$ cat src/rtl/crc_pkg.sv
// Shared types, standard CRC presets and the bit-reflection helper for the streaming CRC engine.
package crc_pkg;

    typedef enum logic {
        ST_IDLE = 1'b0,
        ST_BUSY = 1'b1
    } state_e;

    typedef struct packed {
        logic [5:0]  width;
        logic [31:0] poly;
        logic [31:0] init;
        logic        refin;
        logic        refout;
        logic [31:0] xorout;
    } crc_cfg_t;

    localparam crc_cfg_t CRC8 = '{width: 6'd8, poly: 32'h0000_0007, init: 32'h0000_0000,
                                  refin: 1'b0, refout: 1'b0, xorout: 32'h0000_0000};
    localparam crc_cfg_t CRC16_CCITT = '{width: 6'd16, poly: 32'h0000_1021, init: 32'h0000_FFFF,
                                         refin: 1'b0, refout: 1'b0, xorout: 32'h0000_0000};
    localparam crc_cfg_t CRC32 = '{width: 6'd32, poly: 32'h04C1_1DB7, init: 32'hFFFF_FFFF,
                                   refin: 1'b1, refout: 1'b1, xorout: 32'hFFFF_FFFF};

    // Mirrors the low 'width' bits; bits above 'width' come back as zero.
    function automatic logic [31:0] reflect_bits(input logic [31:0] value, input int width);
        logic [31:0] r;
        r = '0;
        for (int i = 0; i < 32; i++) begin
            if (i < width) r[i] = value[width-1-i];
        end
        return r;
    endfunction

endpackage

$ cat src/rtl/crc_stream_engine_byte_step.sv
// Combinational one-byte CRC update, bit-serial definition unrolled over the eight bits.
module crc_byte_step
    import crc_pkg::*;
#(
    parameter int             CRC_W = 8,
    parameter logic [CRC_W-1:0] POLY = CRC_W'(8'h07),
    parameter bit             REFIN = 1'b0
) (
    input  logic [CRC_W-1:0] crc_i,
    input  logic [7:0]       byte_i,
    output logic [CRC_W-1:0] crc_o
);

    logic [CRC_W-1:0] crc_v;
    logic             bit_v;
    logic             fb_v;

    always_comb begin
        crc_v = crc_i;
        bit_v = 1'b0;
        fb_v  = 1'b0;
        for (int k = 0; k < 8; k++) begin
            bit_v = REFIN ? byte_i[k] : byte_i[7-k];
            fb_v  = crc_v[CRC_W-1] ^ bit_v;
            crc_v = (crc_v << 1) ^ (fb_v ? POLY : '0);
        end
        crc_o = crc_v;
    end

endmodule

$ cat src/rtl/crc_stream_engine.sv
// Streaming CRC engine: DATA_W/8 byte steps per beat, valid/ready on input and result sides.
//   state | meaning
//   IDLE  | no frame open
//   BUSY  | frame open, crc_q holds the running CRC
module crc_stream_engine
    import crc_pkg::*;
#(
    parameter int               CRC_W  = 8,
    parameter int               DATA_W = 8,
    parameter logic [CRC_W-1:0] POLY   = CRC_W'(8'h07),
    parameter logic [CRC_W-1:0] INIT   = '0,
    parameter bit               REFIN  = 1'b0,
    parameter bit               REFOUT = 1'b0,
    parameter logic [CRC_W-1:0] XOROUT = '0,
    localparam int              LANES  = DATA_W / 8,
    localparam int              NB_W   = $clog2(LANES) + 1
) (
    input  logic              clk_i,
    input  logic              rst_i,
    input  logic              clr_i,
    input  logic              in_valid_i,
    output logic              in_ready_o,
    input  logic [DATA_W-1:0] in_data_i,
    input  logic              in_sof_i,
    input  logic              in_last_i,
    input  logic [NB_W-1:0]   in_nbytes_i,
    output logic              out_valid_o,
    input  logic              out_ready_i,
    output logic [CRC_W-1:0]  out_crc_o,
    output logic              out_abort_o
);

    state_e           state_q, state_d;
    logic [CRC_W-1:0] crc_q, crc_d;
    logic             out_valid_q, out_valid_d;
    logic [CRC_W-1:0] out_crc_q, out_crc_d;
    logic             out_abort_q, out_abort_d;

    logic [CRC_W-1:0] seed;
    logic [CRC_W-1:0] next_crc;
    logic [CRC_W-1:0] chain [LANES+1];
    logic             accept;

    assign seed     = (in_sof_i || state_q == ST_IDLE) ? INIT : crc_q;
    assign chain[0] = seed;

    for (genvar g = 0; g < LANES; g++) begin : g_lane
        crc_byte_step #(
            .CRC_W (CRC_W),
            .POLY  (POLY),
            .REFIN (REFIN)
        ) u_step (
            .crc_i  (chain[g]),
            .byte_i (in_data_i[8*g +: 8]),
            .crc_o  (chain[g+1])
        );
    end

    // Out-of-range lane counts fall through to the full-beat tap.
    always_comb begin
        next_crc = chain[LANES];
        if (in_last_i) begin
            for (int i = 1; i <= LANES; i++) begin
                if (in_nbytes_i == NB_W'(i)) next_crc = chain[i];
            end
        end
    end

    assign in_ready_o = !clr_i && (!out_valid_q || out_ready_i);
    assign accept     = in_valid_i && in_ready_o;

    always_comb begin
        state_d     = state_q;
        crc_d       = crc_q;
        out_valid_d = out_valid_q;
        out_crc_d   = out_crc_q;
        out_abort_d = 1'b0;
        if (out_valid_q && out_ready_i) out_valid_d = 1'b0;
        if (clr_i) begin
            crc_d   = INIT;
            state_d = ST_IDLE;
        end else if (accept) begin
            if (in_sof_i && state_q == ST_BUSY) out_abort_d = 1'b1;
            if (in_last_i) begin
                out_crc_d   = (REFOUT ? CRC_W'(reflect_bits(32'(next_crc), CRC_W)) : next_crc) ^ XOROUT;
                out_valid_d = 1'b1;
                crc_d       = INIT;
                state_d     = ST_IDLE;
            end else begin
                crc_d   = next_crc;
                state_d = ST_BUSY;
            end
        end
    end

    always_ff @(posedge clk_i or posedge rst_i) begin
        if (rst_i) begin
            state_q     <= ST_IDLE;
            crc_q       <= INIT;
            out_valid_q <= 1'b0;
            out_crc_q   <= '0;
            out_abort_q <= 1'b0;
        end else begin
            state_q     <= state_d;
            crc_q       <= crc_d;
            out_valid_q <= out_valid_d;
            out_crc_q   <= out_crc_d;
            out_abort_q <= out_abort_d;
        end
    end

    assign out_valid_o = out_valid_q;
    assign out_crc_o   = out_crc_q;
    assign out_abort_o = out_abort_q;

endmodule

$ cat config.mk
export PLATFORM = sky130hd
export DESIGN_NAME = crc_stream_engine
export DESIGN_NICKNAME = d
export VERILOG_FILES = /design/src/rtl/crc_pkg.sv /design/src/rtl/crc_stream_engine_byte_step.sv /design/src/rtl/crc_stream_engine.sv
export SDC_FILE = /design/constraint.sdc
export NUM_CORES = 1
export LEC_CHECK = 0
export ABC_AREA = 1
export CORE_UTILIZATION = 48
export DETAILED_ROUTE_END_ITERATION = 8
export MAX_ROUTING_LAYER = met4
export PLACE_DENSITY = 0.77
export SLEW_MARGIN = 20
export SYNTH_ARGS = -nofsm -noshare
export SYNTH_HDL_FRONTEND = slang
export SYNTH_SLANG_ARGS = --single-unit
$ cat constraint.sdc
create_clock -name clk_i -period 3.4 [get_ports clk_i]
set_clock_uncertainty 0.15 [all_clocks]
set_input_delay 0.51 -clock clk_i [delete_from_list [all_inputs] [get_ports clk_i]]
set_output_delay 0.51 -clock clk_i [all_outputs]
set_load 0.02 [all_outputs]
== After elaboration in Yosys (flattened, before gate mapping) ==
Cells that the tools add are included.

* Mux-type cells: 22
* Bitwise operators: 18
* Reduce and logical (&&, ||, !) cells: 10

{| class="wikitable"
|+ Operators with widths
! kind !! count
|-
| XOR 8 bit || 6
|-
| two-way mux 8 bit || 4
|-
| two-way mux 3 bit || 8
|-
| XOR 8 x 3 -> 8 bit || 2
|-
| two-way mux 1 bit || 10
|-
| XOR 1 bit || 8
|-
| logical AND 1 bit || 4
|-
| AND reduction 3 bit || 1
|-
| logical NOT 1 bit || 2
|-
| logical OR 1 bit || 2
|-
| NOT 1 bit || 2
|-
| nonzero test 2 bit || 1
|}

* Flip-flop bits (word level): 19
* Output and inout port bits: 11
* Word-level logic and storage cells: 55

== Depth between registers and ports, before layout ==
Gate-level depths: netlist (run 1).

* Depth in word-level cells: 30
* Depth in mapped cells: 12
* Depth with buffers taken out: 12

== Modules after synthesis ==
A second synthesis (run 1) with hierarchy kept.

* Cells, all modules: 191
* Area, all modules: 1307.5 µm²

{| class="wikitable"
|+ Modules (own cells, without submodules)
! module !! instances !! cells each !! area an instance (µm²) !! sequential area each (µm²)
|-
| crc_stream_engine || 1 || 121 || 969.7 || 475.5
|-
| crc_byte_step || 1 || 70 || 337.8 || 0.0
|}

== Worst setup path after synthesis (run 1) ==
No wires, ideal clock.

* Path kind: input port to flip-flop
* Start: in out_ready_i
* End: reg crc_q[0]
* Library setup time: 83 ps
* Arrival time: 1617 ps
* Data required time: 3167 ps
* Path slack: 1550 ps
* Stages on the path: 6
* Path buffers: 0
* Path through: inv_1 > a21oi_1 > nand2_1 > nor2_1 > inv_1 > o21ai_0

* Longest elaborated chain between the ends: 4

{| class="wikitable"
|+ RTL lines
! what !! RTL line !! source
|-
| start: declaration || crc_stream_engine.sv:28 || <nowiki>input logic out_ready_i,</nowiki>
|-
| logical OR 1 bit || crc_stream_engine.sv:69 || <nowiki>assign in_ready_o = !clr_i && (!out_valid_q || out_ready_i);</nowiki>
|-
| logical AND 1 bit || crc_stream_engine.sv:69 ||
|-
| via in_ready_o || crc_stream_engine.sv:22 || <nowiki>output logic in_ready_o,</nowiki>
|-
| logical AND 1 bit || crc_stream_engine.sv:70 || <nowiki>assign accept = in_valid_i && in_ready_o;</nowiki>
|-
| nonzero test 2 bit (no source line) || -- ||
|-
| end signal: assignment || crc_stream_engine.sv:105 || <nowiki>crc_q <= crc_d;</nowiki>
|-
| end: declaration || crc_stream_engine.sv:34 || <nowiki>logic [CRC_W-1:0] crc_q, crc_d;</nowiki>
|}

The timed path passes the listed nets, and every way through them passes these cells.
A chain may end at the register's enable or synchronous reset.

== Worst setup path after layout (run 1) ==
* Start: in out_ready_i
* End: out in_ready_o

* Longest elaborated chain between the ends: 2

{| class="wikitable"
|+ RTL lines
! what !! RTL line
|-
| logical OR 1 bit || crc_stream_engine.sv:69
|-
| logical AND 1 bit || crc_stream_engine.sv:69
|-
| end: declaration || crc_stream_engine.sv:22
|}

Every way passes these cells.

==> results.md, run 1 <==
- Synth top area cells: dfrtp_1 (41%), nand2_1 (22%), nand3_1 (6.0%), xor2_4 (4.7%), inv_1 (4.2%)
- Crit path kind: in2out
- Crit-path slowest cell: clkdlybuf4s50_1
- Fmax: 409 MHz
- First-pass GRT wire length: 4.13 mm
- Wire per inst: 11.8 um
- Vias/cell: 5.00
- CP Cell Sequence: clkdlybuf4s50_1 -> inv_1 -> a21oi_1 -> clkdlybuf4s50_1
- PD cells: 394 mW/mm2
- Critical path startpoint: out_ready_i
- Fill cells: 220
- Placed inst area: 0.00145 mm2
- Initial Util: 51.8%
- Startpoint of the worst hold path: out_crc_o[2]$_DFFE_PP0P_
- Final Non-Filler Cells: 207
- Status: finished, final reports clean
- Die span in y: 51.3 um
- Final instance area: 0.00148 mm2
- Min Tclk post-route: 2450 ps
- Worst path required time: 2740 ps
- WL final: 2.45 mm
- Multi-input logic area: 624 um2
- Post-Synth Adder-Cell Area: 0%
- Synth Area per Inst: 7.73 um2
- Critical Path End Type: output pin
- Drt pass-1 iters: 4
- Hold Path Class: reg2reg
- Layout area overhead: 26.5%
- Sequential-to-total area share from yosys stat: 40.7%
- TritonCTS clock tree: built
- RSZ-0062 raised after global routing: no
- Synth Instances: 151
- Flops & latches, synth: 19
- Commonest non-fill, non-tap cell in the layout: nand2_1
- Synth top area share: 40.7%
- CTS sink count: 19
- Fin nets: 196
- Final hold vios: 0
- Xor/xnor share of the synthesized area: 11.9%
- TritonCTS Buffers: 3
- Final Util: 65.5%
- Library cells used by synthesis: 21
- Leakage Power: 0.785 nW
- Vias: 1035
- Largest net degree at the start of global routing: 20
- Total gr overflow: 0
- Largest family of logic cells by synthesized area: simple AND/OR/NAND/NOR gates
- Simple-Gate Fraction of Synth Area: 40.3%
- Die area: 0.00263 mm2
- CTS max path bufs: 2
- Dpl cells: 203
- GPL Wtd Cong: 0.817
- Core region area: 0.00225 mm2
- Setup violators final: 0
- Chip Width: 51.3 um
- Setup Buffers After CTS: 0
- GRT Resource Usage Total: 22.2%
- Worst slew pin tran: 722 ps
- Clock Tree Root: clkbuf_4
- DRT antenna net count: 0
- Post-CTS Resized: 0
- Buffers on Ports: 25
- Max-cap violations: 0
- CP Max Fanout: 2
- Hold_buf cts: 0
- Critical path launch point type: input port
- Initial DRC Count: 18
- Final TNS setup: 0 ps
- Data arrival time of the critical path: 1790 ps
- Post-synthesis mux area share: 0%
- Post-synthesis compound-gate area fraction: 1.29%
- Slew HR: 51.8%
- Num rows: 17
- Syn. warnings: 0
- Cell mode on critical path: clkdlybuf4s50_1
- Commonest cells after routing, fill and taps aside: nand2_1 (69), clkdlybuf4s50_1 (25), dfrtp_1 (19)
- Drt drc: 0
- Final Max Tran Viols: 0
- Ant diodes: 0
- Peak VDD IR: 0.351 mV
- Clk Latency, worst-skew pair: 300 ps
- Worst r2r src: state_q$_DFFE_PP0P_
- I/O pins: 27
- Layout cells sized above 1: 13.4%
- Hpwl dp: 1.90 mm
- Max H-tree Level: 1
- Leading area contributor after synthesis: dfrtp_1
- Initial antenna violation count: 0
- Synth Cell Area: 0.00117 mm2
- Register Area: 475 um2
- Mapped Nets: 167
- Worst path max stage delay: 620 ps
- Crit share post-route: 71.9%
- Number of global-route vias before repair: 968
- CTS clk-pin slew, worst paths: 110 ps
[per-layer routing]
layer  GRT usage (%)  wire [um]
met3            2.68         75
met1            26.0       1110
met5               -          0
met4            9.46         47
met2            38.2       1220
[registers in the layout, summed over array words and instances (netlist names)]
signal / count
crc_q: 8
out_crc_o: 8
out_abort_o: 1
out_valid_o: 1
state_q: 1
[Yosys cell counts]
| cell type | n |
|---|---|
| nor2_8 | 1 |
| o21ai_0 | 2 |
| nand2_2 | 7 |
| xnor2_2 | 1 |
| inv_1 | 13 |
| nand2_4 | 1 |
| inv_2 | 4 |
| nor2_1 | 2 |
| dfrtp_1 | 19 |
| nand3b_1 | 2 |
| xor2_1 | 3 |
| nand3_1 | 14 |
| nand2_1 | 69 |
| clkbuf_1 | 1 |
| xor2_2 | 2 |
| nor3_1 | 1 |
| a21oi_1 | 1 |
| nand4_1 | 3 |
| xor2_4 | 2 |
| nand3_2 | 2 |
| xnor2_1 | 1 |
[critical path, delay by kind of cell]
| family | cells | cell delay (ps) |
|---|---|---|
| AOI/OAI and AO/OA | 1 | 150 |
| buffers and inverters | 3 | 1120 |
[through the flow]
step / setup WS, ps / total power [mW] / hold WS [ps]
6_report: 954 / 0.582 / 344
5_1_grt: 899 / 0.619 / 373
4_1_cts: 940 / 0.590 / 350
3_5_place_dp: 934 / 0.471 / 321
3_3_place_gp: 964 / 0.466 / 316
2_1_floorplan: 1550 / 0.385 / 311
[power breakdown]
group	internal, mW	leakage, nW	switching, mW	total [mW]
Combinational	0.0860	0.518	0.107	0.193
Clock	0.0440	0.0177	0.0722	0.116
Sequential	0.255	0.249	0.0177	0.272
Total	0.385	0.785	0.197	0.582
[worst paths after layout]
check | to | slack [ps] | cells past startpoint
worst max-delay path | in_ready_o | 950 | 4
min in group asynchronous | out_abort_o$_DFF_PP0_ | 480 | 2
worst max register to register | crc_q[3]$_DFFE_PP0P_ | 1580 | 9
worst min register to register | out_crc_o[2]$_DFFE_PP0P_ | 340 | 2
max in group asynchronous | crc_q[6]$_DFFE_PP0P_ | 2170 | 2
worst min-delay path | out_crc_o[2]$_DFFE_PP0P_ | 340 | 2
[final cells by class]
| cell class | instances | share of cell area (%) |
|---|---|---|
| tap | 28 | 2.37 |
| timing repair buffer | 25 | 16.9 |
| clock buffer | 3 | 1.53 |
| clock inverter | 1 | 0.339 |
| inverter | 17 | 4.32 |
| sequential | 19 | 32.2 |
| multi-input combinational | 114 | 42.3 |
[logic make-up after synthesis]
kind of cell	Yosys count
compound gates	3
simple gates	102
buf+inv	18
xor+xnor	9
flops	19
Note: power is estimated with default switching activity, not from simulation.
==> run 2: changes to the inputs <==
- clock period: 3.4 -> 2.5 ns (I/O delays scaled with it)
==> run 2 against run 1 <==
  * Utilization increased by 0.67 points
  * Die area did not move
  * Cell area increased by 1.0%
  * Wire length is 1.1% lower
  * Critical path depth did not move
  * Global-route usage is 0.74 points lower
  * Power increased by 35%
  * Hold slack got worse by 0.53 ps
  * Via count down 1.2%
  * Combinational power is 37% higher
  * Sequential share of layout area fell by 0.32 points
  * Cell count up 0.97%
==> results.md, run 2 (synthesis results as in run 1) <==
- GPL Wtd Cong: 0.814 (was 0.817)
- Final TNS setup: 0 ps (unchanged)
- CTS max path bufs: 2 (unchanged)
- Vias: 1023 (was 1035)
- Final Util: 66.1% (was 65.5%)
- DRT antenna net count: 0 (unchanged)
- Initial DRC Count: 28 (was 18)
- Commonest cells after routing, fill and taps aside: nand2_1 (69), clkdlybuf4s50_1 (25), dfrtp_1 (19) (unchanged)
- PD cells: 527 mW/mm2 (was 394 mW/mm2)
- Die span in y: 51.3 um (unchanged)
- Final Max Tran Viols: 0 (unchanged)
- Slew HR: 52.5% (was 51.8%)
- Post-CTS Resized: 0 (unchanged)
- Hpwl dp: 1.89 mm (was 1.90 mm)
- RSZ-0062 raised after global routing: no (unchanged)
- Max H-tree Level: 1 (unchanged)
- Drt pass-1 iters: 4 (unchanged)
- Final hold vios: 0 (unchanged)
- Initial Util: 51.8% (unchanged)
- Crit path kind: in2out (unchanged)
- CTS sink count: 19 (unchanged)
- Clock Tree Root: clkbuf_4 (unchanged)
- Layout area overhead: 27.8% (was 26.5%)
- TritonCTS clock tree: built (unchanged)
- Status: finished, final reports clean (unchanged)
- Hold_ws: 344 ps (about the same)
- Hold Path Class: reg2reg (unchanged)
- Critical path launch point type: input port (unchanged)
- Setup violators final: 0 (unchanged)
- Num rows: 17 (unchanged)
- Min Tclk post-route: 2190 ps
- Worst slew pin tran: 711 ps (was 722 ps)
- Core region area: 0.00225 mm2 (unchanged)
- Ant diodes: 0 (unchanged)
- Commonest non-fill, non-tap cell in the layout: nand2_1 (unchanged)
- Die area: 0.00263 mm2 (unchanged)
- Crit share post-route: 87.4%
- CTS clk-pin slew, worst paths: 100 ps (was 110 ps)
- Leakage Power: 0.795 nW (was 0.785 nW)
- Peak VDD IR: 0.484 mV (was 0.351 mV)
- Total gr overflow: 0 (unchanged)
- Drt drc: 0 (unchanged)
- Clk Latency, worst-skew pair: 290 ps (was 300 ps)
- Data arrival time of the critical path: 1660 ps (was 1790 ps)
- Number of global-route vias before repair: 982 (was 968)
- First-pass GRT wire length: 4.10 mm (was 4.13 mm)
- Worst path required time: 1980 ps (was 2740 ps)
- Critical Path End Type: output pin (unchanged)
- CP Max Fanout: 2 (unchanged)
- Largest net degree at the start of global routing: 20 (unchanged)
- Fmax: 458 MHz
- Setup Buffers After CTS: 0 (unchanged)
- Fin nets: 198 (was 196)
- WL final: 2.42 mm (was 2.45 mm)
- GRT Resource Usage Total: 21.4% (was 22.2%)
- TritonCTS Buffers: 3 (unchanged)
- Hold_buf cts: 0 (unchanged)
- Chip Width: 51.3 um (unchanged)
- Wire per inst: 11.6 um (was 11.8 um)
- Buffers on Ports: 25 (unchanged)
- I/O pins: 27 (unchanged)
- Layout cells sized above 1: 14.4% (was 13.4%)
- Initial antenna violation count: 0 (unchanged)
- Vias/cell: 4.89 (was 5.00)
- Max-cap violations: 0 (unchanged)
## run 2: layer usage
| metal | GRT usage, % | vias up | part of all wire [%] |
|---|---|---|---|
| li1 | - | 522 | - |
| met1 | 26.0 | 475 | 45 |
| met2 | 37.7 | 22 | 51 |
| met3 | 2.68 | 4 | 3.2 |
| met4 | 5.41 | 0 | 1.0 |
| met5 | - | - | 0 |
## run 2: path summary, 6_finish.rpt
path | to | depth (start not counted) | slack, ps | startpoint
setup / recovery | in_ready_o | 4 | 310 | out_ready_i
hold / removal | out_crc_o[2]$_DFFE_PP0P_ | 2 | 340 | out_crc_o[2]$_DFFE_PP0P_
setup reg to reg | out_crc_o[5]$_DFFE_PP0P_ | 8 | 710 | state_q$_DFFE_PP0P_
hold reg to reg | out_crc_o[2]$_DFFE_PP0P_ | 2 | 340 | out_crc_o[2]$_DFFE_PP0P_
max in group asynchronous | out_abort_o$_DFF_PP0_ | 2 | 1410 | rst_i
min in group asynchronous | state_q$_DFFE_PP0P_ | 2 | 350 | rst_i
## run 2: stage by stage
step           cell area, um2  power, mW  setup WS (ps)  cells
6_report                 1490      0.786            315    209
5_1_grt                  1490      0.836            232    209
4_1_cts                  1490      0.797            318    209
3_5_place_dp             1460      0.642            228    205
3_3_place_gp             1460      0.636            290    205
2_1_floorplan            1170      0.524            687    151
## run 2: worst max-delay path, cell delays in order
cell and delay [ps]:
clkdlybuf4s50_1 460, inv_1 50, a21oi_1 150, clkdlybuf4s50_1 630
## run 2: cell type report
class	instances	area, um2
Inverter	17	63.8
Timing Repair Buffer	27	265
Sequential cell	19	475
Clock inverter	1	5.00
Tap cell	28	35.0
Clock buffer	3	22.5
Fill cell	211	763
Multi-Input combinational cell	114	624
## run 2: power breakdown
group | switching (mW) | internal (mW) | total [mW]
logic | 0.145 | 0.119 | 0.264
registers | 0.0243 | 0.346 | 0.371
clock network | 0.0924 | 0.0594 | 0.152
total | 0.261 | 0.525 | 0.786
==> run 3: changes to the inputs <==
- PLACE_DENSITY: 0.77 -> 0.89
==> run 3 against run 2 <==
  * First-iteration DRC count decreased by 71%
  * Critical path depth unchanged
  * Cell area decreased by 1.0%
  * Utilization decreased by 0.67 points
  * Global-route usage increased by 2.8 points
  * Die area unchanged
  * Largest power group unchanged
  * Highest routed layer unchanged
==> results.md, run 3 (synthesis results as in run 1) <==
- Hold Path Class: in2async (was reg2reg)
- Post-CTS Resized: 0 (unchanged)
- Hpwl dp: 2.06 mm (was 1.89 mm)
- Crit share post-route: 88.0% (was 87.4%)
- Leakage Power: 0.785 nW (was 0.795 nW)
- Drt pass-1 iters: 4 (unchanged)
- CTS clk-pin slew, worst paths: 110 ps (was 100 ps)
- Fin worst setup slack: 299 ps (was 315 ps)
- Crit-path slowest cell: clkdlybuf4s50_1 (unchanged)
- Initial DRC Count: 8 (was 28)
- Total gr overflow: 0 (unchanged)
- Layout area overhead: 26.5% (was 27.8%)
- Clock Tree Root: clkbuf_4 (unchanged)
- Initial antenna violation count: 0 (unchanged)
- Worst path required time: 1980 ps (about the same)
- Cell mode on critical path: clkdlybuf4s50_1 (unchanged)
- Buf/Inv on CP: 3 (unchanged)
- Delay-heaviest family, CP: buffers and inverters (unchanged)
- First-pass GRT wire length: 4.49 mm (was 4.10 mm)
- Max H-tree Level: 1 (unchanged)
- Largest net degree at the start of global routing: 20 (unchanged)
- CTS max path bufs: 2 (unchanged)
- I/O pins: 27 (unchanged)
- Number of global-route vias before repair: 1080 (was 982)
- Wire per inst: 12.8 um (was 11.6 um)
- Num rows: 17 (unchanged)
- PD cells: 542 mW/mm2 (was 527 mW/mm2)
- DRT antenna net count: 0 (unchanged)
- Peak VDD IR: 0.426 mV (was 0.484 mV)
- Fill cells: 200 (was 211)
- WL final: 2.65 mm (was 2.42 mm)
- Worst slew pin tran: 717 ps (was 711 ps)
- Status: finished, final reports clean (unchanged)
- Die area: 0.00263 mm2 (unchanged)
- Vias: 1037 (was 1023)
- Commonest cells after routing, fill and taps aside: nand2_1 (69), clkdlybuf4s50_1 (25), dfrtp_1 (19) (unchanged)
- Commonest non-fill, non-tap cell in the layout: nand2_1 (unchanged)
- Final Max Tran Viols: 0 (unchanged)
- GRT Resource Usage Total: 24.2% (was 21.4%)
- CTS sink count: 19 (unchanged)
- Drt drc: 0 (unchanged)
- Setup Buffers After CTS: 0 (unchanged)
- Crit path kind: in2out (unchanged)
- Critical Path End Type: output pin (unchanged)
- Core region area: 0.00225 mm2 (unchanged)
- Max-cap violations: 0 (unchanged)
- Critical path launch point type: input port (unchanged)
- Min Tclk post-route: 2200 ps (was 2190 ps)
- Vias/cell: 5.01 (was 4.89)
- Ant diodes: 0 (unchanged)
- Slew HR: 52.1% (was 52.5%)
- Chip Width: 51.3 um (unchanged)
- Buffers on Ports: 25 (unchanged)
- Hold_buf cts: 0 (unchanged)
- Worst path max stage delay: 630 ps (about the same)
- CP Max Fanout: 2 (unchanged)
- RSZ-0062 raised after global routing: no (unchanged)
- Die span in y: 51.3 um (unchanged)
- Final TNS setup: 0 ps (unchanged)
- TritonCTS clock tree: built (unchanged)
- Fin nets: 196 (was 198)
- Data arrival time of the critical path: 1680 ps (was 1660 ps)
- DP Worst Slack: 242 ps (was 228 ps)
- Layout cells sized above 1: 13.4% (was 14.4%)
- Fmax: 454 MHz (was 458 MHz)
- Final hold vios: 0 (unchanged)
- Setup violators final: 0 (unchanged)
- Initial Util: 51.8% (unchanged)
- GPL Wtd Cong: 0.872 (was 0.814)
- TritonCTS Buffers: 3 (unchanged)
- Clk Latency, worst-skew pair: 310 ps (was 290 ps)
- CP Cell Sequence: clkdlybuf4s50_1 -> inv_1 -> a21oi_1 -> clkdlybuf4s50_1 (unchanged)
run 3: changes by cell type in the layout (fill, tap and decap cells not counted), sizes merged:
cell  change
buf       -2
run 3: path summary, 6_finish.rpt:
| path | from | cells after the start | endpoint | slack, ps |
|---|---|---|---|---|
| max | out_ready_i | 4 | in_ready_o | 300 |
| min | rst_i | 2 | out_crc_o[6]$_DFFE_PP0P_ | 320 |
| max reg2reg | state_q$_DFFE_PP0P_ | 9 | crc_q[3]$_DFFE_PP0P_ | 660 |
| min reg2reg | out_crc_o[4]$_DFFE_PP0P_ | 2 | out_crc_o[4]$_DFFE_PP0P_ | 350 |
| max in group asynchronous | rst_i | 2 | crc_q[0]$_DFFE_PP0P_ | 1420 |
| min in group clk_i | out_crc_o[4]$_DFFE_PP0P_ | 2 | out_crc_o[4]$_DFFE_PP0P_ | 350 |
run 3: cell type report:
type / count / area [um2] / area share, %
clock buffer: 3 / 22.5 / 1.53
clock inverter: 1 / 5.00 / 0.339
inverter: 17 / 63.8 / 4.32
multi-input combinational: 114 / 624 / 42.3
sequential: 19 / 475 / 32.2
tap: 28 / 35.0 / 2.37
timing repair buffer: 25 / 250 / 16.9
run 3: worst register-to-register path, stage by stage (launching register included):
cell and delay, ps:
dfrtp_1 490, inv_2 110, nor2_8 170, nand2_2 110, xor2_4 220, xor2_1 230
nand2_1 80, nand2_1 90, nand2_1 50, nand2_1 80
run 3: metal layers:
metal	wire (um)	vias up	global-route usage, %
li1	-	516	-
met1	1130	484	27.0
met2	1370	28	41.9
met3	83	9	3.57
met4	59	0	12.6
met5	0	-	-
run 3: power by group:
part / leakage [nW] / switching [mW] / internal, mW
sequential: 0.249 / 0.0258 / 0.347
combinational: 0.518 / 0.147 / 0.117
clock: 0.0177 / 0.104 / 0.0600
total: 0.785 / 0.277 / 0.523
run 3: metrics by stage:
step / std cells / area [um2] / hold slack [ps] / utilization (%) / total power [mW]
2_1_floorplan: 151 / 1170 / 176 / - / 0.524
3_3_place_gp: 203 / 1450 / 318 / 64.3 / 0.632
3_5_place_dp: 203 / 1450 / 322 / 64.3 / 0.643
4_1_cts: 207 / 1480 / 352 / 65.5 / 0.806
5_1_grt: 207 / 1480 / 359 / 65.5 / 0.848
6_report: 207 / 1480 / 322 / 65.5 / 0.800
